<file path="src/rtl/prestep_pkg.sv">
// Shared types and helpers for the pre-step coefficient engine.
package prestep_pkg;

  typedef enum logic [1:0] {
    IDLE = 2'd0,
    RUN  = 2'd1,
    DONE = 2'd2
  } state_e;

  typedef enum logic {
    ACCUM = 1'b0,
    MASK  = 1'b1
  } mode_e;

  localparam int SEXT_W = 64;

  function automatic int num_groups(input int cges, input int lanes);
    return (cges + lanes - 1) / lanes;
  endfunction

  // Sign-extend the low 'bits' bits of v across the full helper width.
  function automatic logic [SEXT_W-1:0] sext_to_max(input logic [SEXT_W-1:0] v, input int bits);
    logic signed [SEXT_W-1:0] t;
    t = $signed(v << (SEXT_W - bits));
    return t >>> (SEXT_W - bits);
  endfunction

endpackage

</file>
<file path="src/rtl/prestep_lane.sv">
// Combinational LANES-wide coefficient chain: one group per RUN cycle.
module prestep_lane
  import prestep_pkg::*;
#(
  parameter int LANES = 8,
  parameter int MAX   = 38
) (
  input  logic [MAX-1:0]            sum_i,
  input  logic [MAX-1:0]            delta_i,
  input  logic [LANES-1:0]          flag_i,
  input  logic                      mode_i,
  input  logic [LANES-1:0]          lane_vld_i,
  output logic [LANES-1:0][MAX-1:0] res_o,
  output logic [MAX-1:0]            carry_o
);

  logic [LANES:0][MAX-1:0] chain;

  assign chain[0] = sum_i;

  for (genvar j = 0; j < LANES; j++) begin : g_lane
    logic [MAX-1:0] addend;
    assign addend      = flag_i[j] ? delta_i : '0;
    // Gated lanes pass the sum through untouched.
    assign chain[j+1]  = lane_vld_i[j] ? chain[j] + addend : chain[j];
    assign res_o[j]    = (mode_i == MASK) ? addend : chain[j+1];
  end

  assign carry_o = chain[LANES];

endmodule

</file>
<file path="src/rtl/prestep_coeff_engine.sv">
// Multi-cycle pre-step coefficient engine (ACCUM / MASK), LANES coefficients per cycle.
// Optional PRESTEP_ABORT_EN adds an abort input that cancels a run in progress.
module prestep_coeff_engine
  import prestep_pkg::*;
#(
  parameter int BITS  = 32,
  parameter int CGES  = 49,
  parameter int LANES = 8,
  parameter int MAX   = $clog2(CGES) + BITS
) (
  input  logic             clk,
  input  logic             reset_n,
  input  logic             start,
  input  logic             mode,
  input  logic [BITS-1:0]  seed,
  input  logic [BITS-1:0]  delta,
  input  logic [CGES-1:1]  cges,
`ifdef PRESTEP_ABORT_EN
  input  logic             abort,
`endif
  output logic             busy,
  output logic             done,
  output logic             coeff_valid,
  output logic [MAX-1:0]   coeff [CGES-1:0]
);

  localparam int G    = num_groups(CGES, LANES);
  localparam int GW   = $clog2(G + 1);
  localparam int PADW = G * LANES;

  state_e                   state_q, state_d;
  logic [GW-1:0]            grp_q, grp_d;
  mode_e                    mode_q;
  logic [BITS-1:0]          seed_q, delta_q;
  logic [CGES-1:1]          cges_q;
  logic [MAX-1:0]           sum_q;
  logic [LANES-1:0][MAX-1:0] res_q;
  logic [GW-1:0]            wr_grp_q;
  logic                     wr_vld_q;
  logic                     coeff_valid_q;
  logic [MAX-1:0]           coeff_q [CGES-1:0];

  logic                     accept, compute, abort_w, wr_en;
  logic [MAX-1:0]           seed_x, delta_x, sum_in;
  logic [PADW-1:0]          flags_pad;
  logic [LANES-1:0]         flag_slice, lane_vld;
  logic [LANES-1:0][MAX-1:0] lane_res;
  logic [MAX-1:0]           lane_carry;

`ifdef PRESTEP_ABORT_EN
  assign abort_w = abort;
`else
  assign abort_w = 1'b0;
`endif

  always_comb begin
    state_d = state_q;
    grp_d   = grp_q;
    accept  = 1'b0;
    compute = 1'b0;
    case (state_q)
      IDLE: begin
        if (start) begin
          state_d = RUN;
          grp_d   = '0;
          accept  = 1'b1;
        end
      end
      RUN: begin
        if (abort_w) begin
          state_d = IDLE;
          grp_d   = '0;
        end else if (grp_q == GW'(G)) begin
          // Drain cycle: the last group's registered results land this edge.
          state_d = DONE;
          grp_d   = '0;
        end else begin
          compute = 1'b1;
          grp_d   = grp_q + 1'b1;
        end
      end
      DONE:    state_d = IDLE;
      default: state_d = IDLE;
    endcase
  end

  assign seed_x  = MAX'(sext_to_max(SEXT_W'(seed_q), BITS));
  assign delta_x = MAX'(sext_to_max(SEXT_W'(delta_q), BITS));
  assign sum_in  = (grp_q == '0) ? seed_x : sum_q;

  // Index 0 has no flag; it always takes the seed.
  assign flags_pad = PADW'({cges_q, 1'b0});

  always_comb begin
    flag_slice = '0;
    lane_vld   = '0;
    for (int g = 0; g < G; g++) begin
      if (grp_q == GW'(g)) begin
        flag_slice = flags_pad[g*LANES +: LANES];
        for (int j = 0; j < LANES; j++) lane_vld[j] = (g * LANES + j < CGES);
      end
    end
  end

  prestep_lane #(
    .LANES (LANES),
    .MAX   (MAX)
  ) u_lane (
    .sum_i      (sum_in),
    .delta_i    (delta_x),
    .flag_i     (flag_slice),
    .mode_i     (mode_q),
    .lane_vld_i (lane_vld),
    .res_o      (lane_res),
    .carry_o    (lane_carry)
  );

  always_ff @(posedge clk or negedge reset_n) begin
    if (!reset_n) begin
      state_q       <= IDLE;
      grp_q         <= '0;
      mode_q        <= ACCUM;
      seed_q        <= '0;
      delta_q       <= '0;
      cges_q        <= '0;
      sum_q         <= '0;
      res_q         <= '0;
      wr_grp_q      <= '0;
      wr_vld_q      <= 1'b0;
      coeff_valid_q <= 1'b0;
    end else begin
      state_q  <= state_d;
      grp_q    <= grp_d;
      wr_vld_q <= compute;
      if (accept) begin
        mode_q        <= mode_e'(mode);
        seed_q        <= seed;
        delta_q       <= delta;
        cges_q        <= cges;
        sum_q         <= '0;
        coeff_valid_q <= 1'b0;
      end
      if (compute) begin
        res_q    <= lane_res;
        sum_q    <= lane_carry;
        wr_grp_q <= grp_q;
      end
      if (state_q == RUN && state_d == DONE) coeff_valid_q <= 1'b1;
    end
  end

  assign wr_en = wr_vld_q && !(state_q == RUN && abort_w);

  always_ff @(posedge clk or negedge reset_n) begin
    if (!reset_n) begin
      for (int k = 0; k < CGES; k++) coeff_q[k] <= '0;
    end else begin
      for (int k = 0; k < CGES; k++) begin
        if (wr_en && wr_grp_q == GW'(k / LANES))
          coeff_q[k] <= (k == 0) ? seed_x : res_q[k % LANES];
      end
    end
  end

  assign busy        = (state_q != IDLE);
  assign done        = (state_q == DONE);
  assign coeff_valid = coeff_valid_q;
  assign coeff       = coeff_q;

endmodule

</file>
<file path="config.mk">
export PLATFORM = sky130hd
export DESIGN_NAME = prestep_coeff_engine
export DESIGN_NICKNAME = d
export VERILOG_FILES = /design/src/rtl/prestep_pkg.sv /design/src/rtl/prestep_lane.sv /design/src/rtl/prestep_coeff_engine.sv
export SDC_FILE = /design/constraint.sdc
export NUM_CORES = 2
export LEC_CHECK = 0
export ABC_AREA = 0
export BUFFER_PORTS_ARGS = -buffer_cell sky130_fd_sc_hd__buf_2
export CAP_MARGIN = 30
export CORE_AREA = 2 2 783 785
export CTS_CLUSTER_DIAMETER = 60
export CTS_CLUSTER_SIZE = 10
export DETAILED_ROUTE_END_ITERATION = 7
export DIE_AREA = 0 0 785 787
export PLACE_DENSITY = 0.33
export SETUP_SLACK_MARGIN = 0.4
export SLEW_MARGIN = 20
export SYNTH_ARGS = -nofsm -noshare
export SYNTH_HDL_FRONTEND = slang
export SYNTH_HIERARCHICAL = 1
export SYNTH_SLANG_ARGS = --single-unit
</file>
<file path="constraint.sdc">
create_clock -name clk -period 23.1 [get_ports clk]
set_input_delay 6.93 -clock clk [delete_from_list [all_inputs] [get_ports clk]]
set_output_delay 6.93 -clock clk [all_outputs]
set_load 0.05 [all_outputs]
</file>
==> run metrics <==
library cells used by synthesis=125; maximum clock rate=0.04791 GHz; Net Count, Synth=9452; critical path data arrival time=21.70 ns; Final HPWL DP=446600 um; Hold WS=0.4827 ns; initial antenna violation count=161; Die Wd=785 um; final setup margin=2.229 ns; CTS buffer count=339; Die Area=617800 um2; ranking of synthesized cells by area=dfrtp_1 52%, mux2_2 25%, ha_1 3.3%; Syn Std Cell Area=112600 um2; Core Area=609400 um2; number of global-route vias before repair=83777; GRT Total Usage=0.1822; GP Congestion=0.8312; final hold violation count=0; Synth-to-Final Area Change=27.69%; count leader, synth=mux2_2; CP Launch Type=flop; drc violations=0; Critical Path RT=23.93 ns; Worst-Skew Late Latency=0.98 ns; Cells after Synth=9030; Nets=11531; first-pass GRT wire length=778200 um; Relative slew margins=0.1855; max-cap violations=0; Post-CTS Hold Buffers=0; crit end category=flop; overall routed net length=583600 um; Clock Sink Count=2321; die height=787 um; Final min period=20.87 ns; GRT overflow=0; PortBufs=1980; setup slack at placement=2.599 ns; Pins Over Slew Limit=0; outcome=finished clean; Clk pin slew, worst setup/hold paths=0.05 ns; Resized Gates After CTS=0; worst slew pin tran=1.222 ns; slowest stage delay, CP=0.98 ns; worst reg2reg setup slack=2.23 ns; CP max stage cell=dfrtp_1; largest net degree at the start of global routing=147; TritonCTS clock tree=built; Critical Path Fanout Max=16; WL per Instance=29.93 um; CTS root buffer=clkbuf_16; # rows=287; layout cells sized above 1=0.4688; Hold Path Class=reg2reg; syn avg cell area=12.47 um2; Yosys warnings=6; Yosys reg bits=2321; Initial Util=0.1848; Yosys top cell area share=0.5159; TNS Setup=0 ns; area leader, netlist=dfrtp_1; path type of the worst setup path=reg2reg; skew final=0.07452 ns; sequential area share after synthesis=0.5159; Post-synth top flop=dfrtp_1; synth cell count leaders=2461 x mux2_2, 2321 x dfrtp_1, 512 x nand2_1; clk buf depth=4; TritonRoute pass-1 iters=6; Ports=1981; Setup Viol. Count Final=0; Post-CTS Setup Repair Bufs=0; Final period util=0.9035; asr flop ratio synth=1.000; RSZ-0062 raised after global routing=no; Post-synth EDFFs=0; Vias per Instance=4.227; detailed-route via count=82416; antenna-violating nets left=0; Top cell by count, worst path=ha_1; Initial DRC Count=4544; htree depth=5
## metal layers
layer  wire length (um)  up-vias  track usage
li1                   -    36551            -
met1             237300    42788       0.2198
met4              15960        0      0.04401
met5                  0        -            0
met3              37370      643      0.04285
met2             293000     2434       0.3247
## cells by family (layout without fill, tap and decap cells)
kind of cell | count (synthesis) | count (layout) | share of synthesized area
xor gates and xnor gates | 250 | 250 | 0.02055
buffers and inverters | 780 | 3069 | 0.03187
AOI/OAI and AO/OA | 1313 | 1313 | 0.07748
DFF | 2321 | 2321 | 0.5159
muxes | 2531 | 2531 | 0.2526
and+or+nand+nor | 1528 | 1528 | 0.06697
other | 0 | 86 | 0
adders and majority gates | 307 | 307 | 0.03464
## worst max-delay path: cells and delay by family (launching register included)
family | cells | cell delay (ns)
compound gates | 38 | 9.47
fa+ha+maj | 10 | 3.35
simple gates | 19 | 3.31
xor+xnor | 12 | 2.64
flops | 1 | 0.98
buf+inv | 5 | 0.68
mux | 1 | 0.29
## flip-flops by register name (all words and copies together), names as in the netlist
signal and count:
coeff 1856, res_q 304, cges_q 48, sum_q 38, delta_q 32, seed_q 32, grp_q 3, wr_grp_q 3
state_q 2, coeff_valid 1, mode_q 1, wr_en 1
## final cells by class
class / instances / area (um2)
Sequential cell: 2321 / 58090
Fill cell: 65410 / 465600
Clock inverter: 135 / 1866
Multi-Input combinational cell: 5929 / 51080
Timing Repair Buffer: 2213 / 12040
Inverter: 305 / 1152
Antenna cell: 86 / 215.2
Clock buffer: 416 / 9185
Tap cell: 8092 / 10120
## layout by cell type (no fill, tap or decap), types with 29 or more instances in the layout
cell	count
a22o_1	41
a21boi_0	41
clkbuf_8	37
nor2_1	284
ha_1	298
clkinv_2	29
mux2i_1	49
o21ai_0	344
xor2_1	63
or3_1	36
xnor2_1	177
nor3_1	82
mux2_2	2461
nand2_1	511
nor2b_1	31
nand2b_1	44
a21oi_1	326
clkbuf_16	341
nand3_1	90
inv_1	298
dfrtp_1	2315
o21bai_1	33
a21o_1	92
buf_4	195
buf_2	1987
clkbuf_1	38
diode_2	86
o21a_1	63
and2_1	277
a211oi_1	41
## metrics by stage
stage / instances / utilization / area, um2
floorplan: 9030 / - / 112600
global placement: 18836 / 0.2168 / 132100
detailed placement: 18856 / 0.2173 / 132400
CTS: 19407 / 0.2354 / 143400
global route: 19434 / 0.2356 / 143600
finish: 19497 / 0.2359 / 143800
## path summary, 6_finish.rpt
check,from,end,cells after the start
max,grp_q[2],res_q[303],85
max reg2reg,grp_q[2],res_q[303],85
min in group asynchronous,reset_n,coeff[1387],1
min reg2reg,coeff[856],coeff[856],1
min,coeff[856],coeff[856],1
max in group asynchronous,reset_n,coeff[1185],5
Power is not shown: default switching activity piles up to over one toggle a cycle in this logic, so the estimate is an artifact.
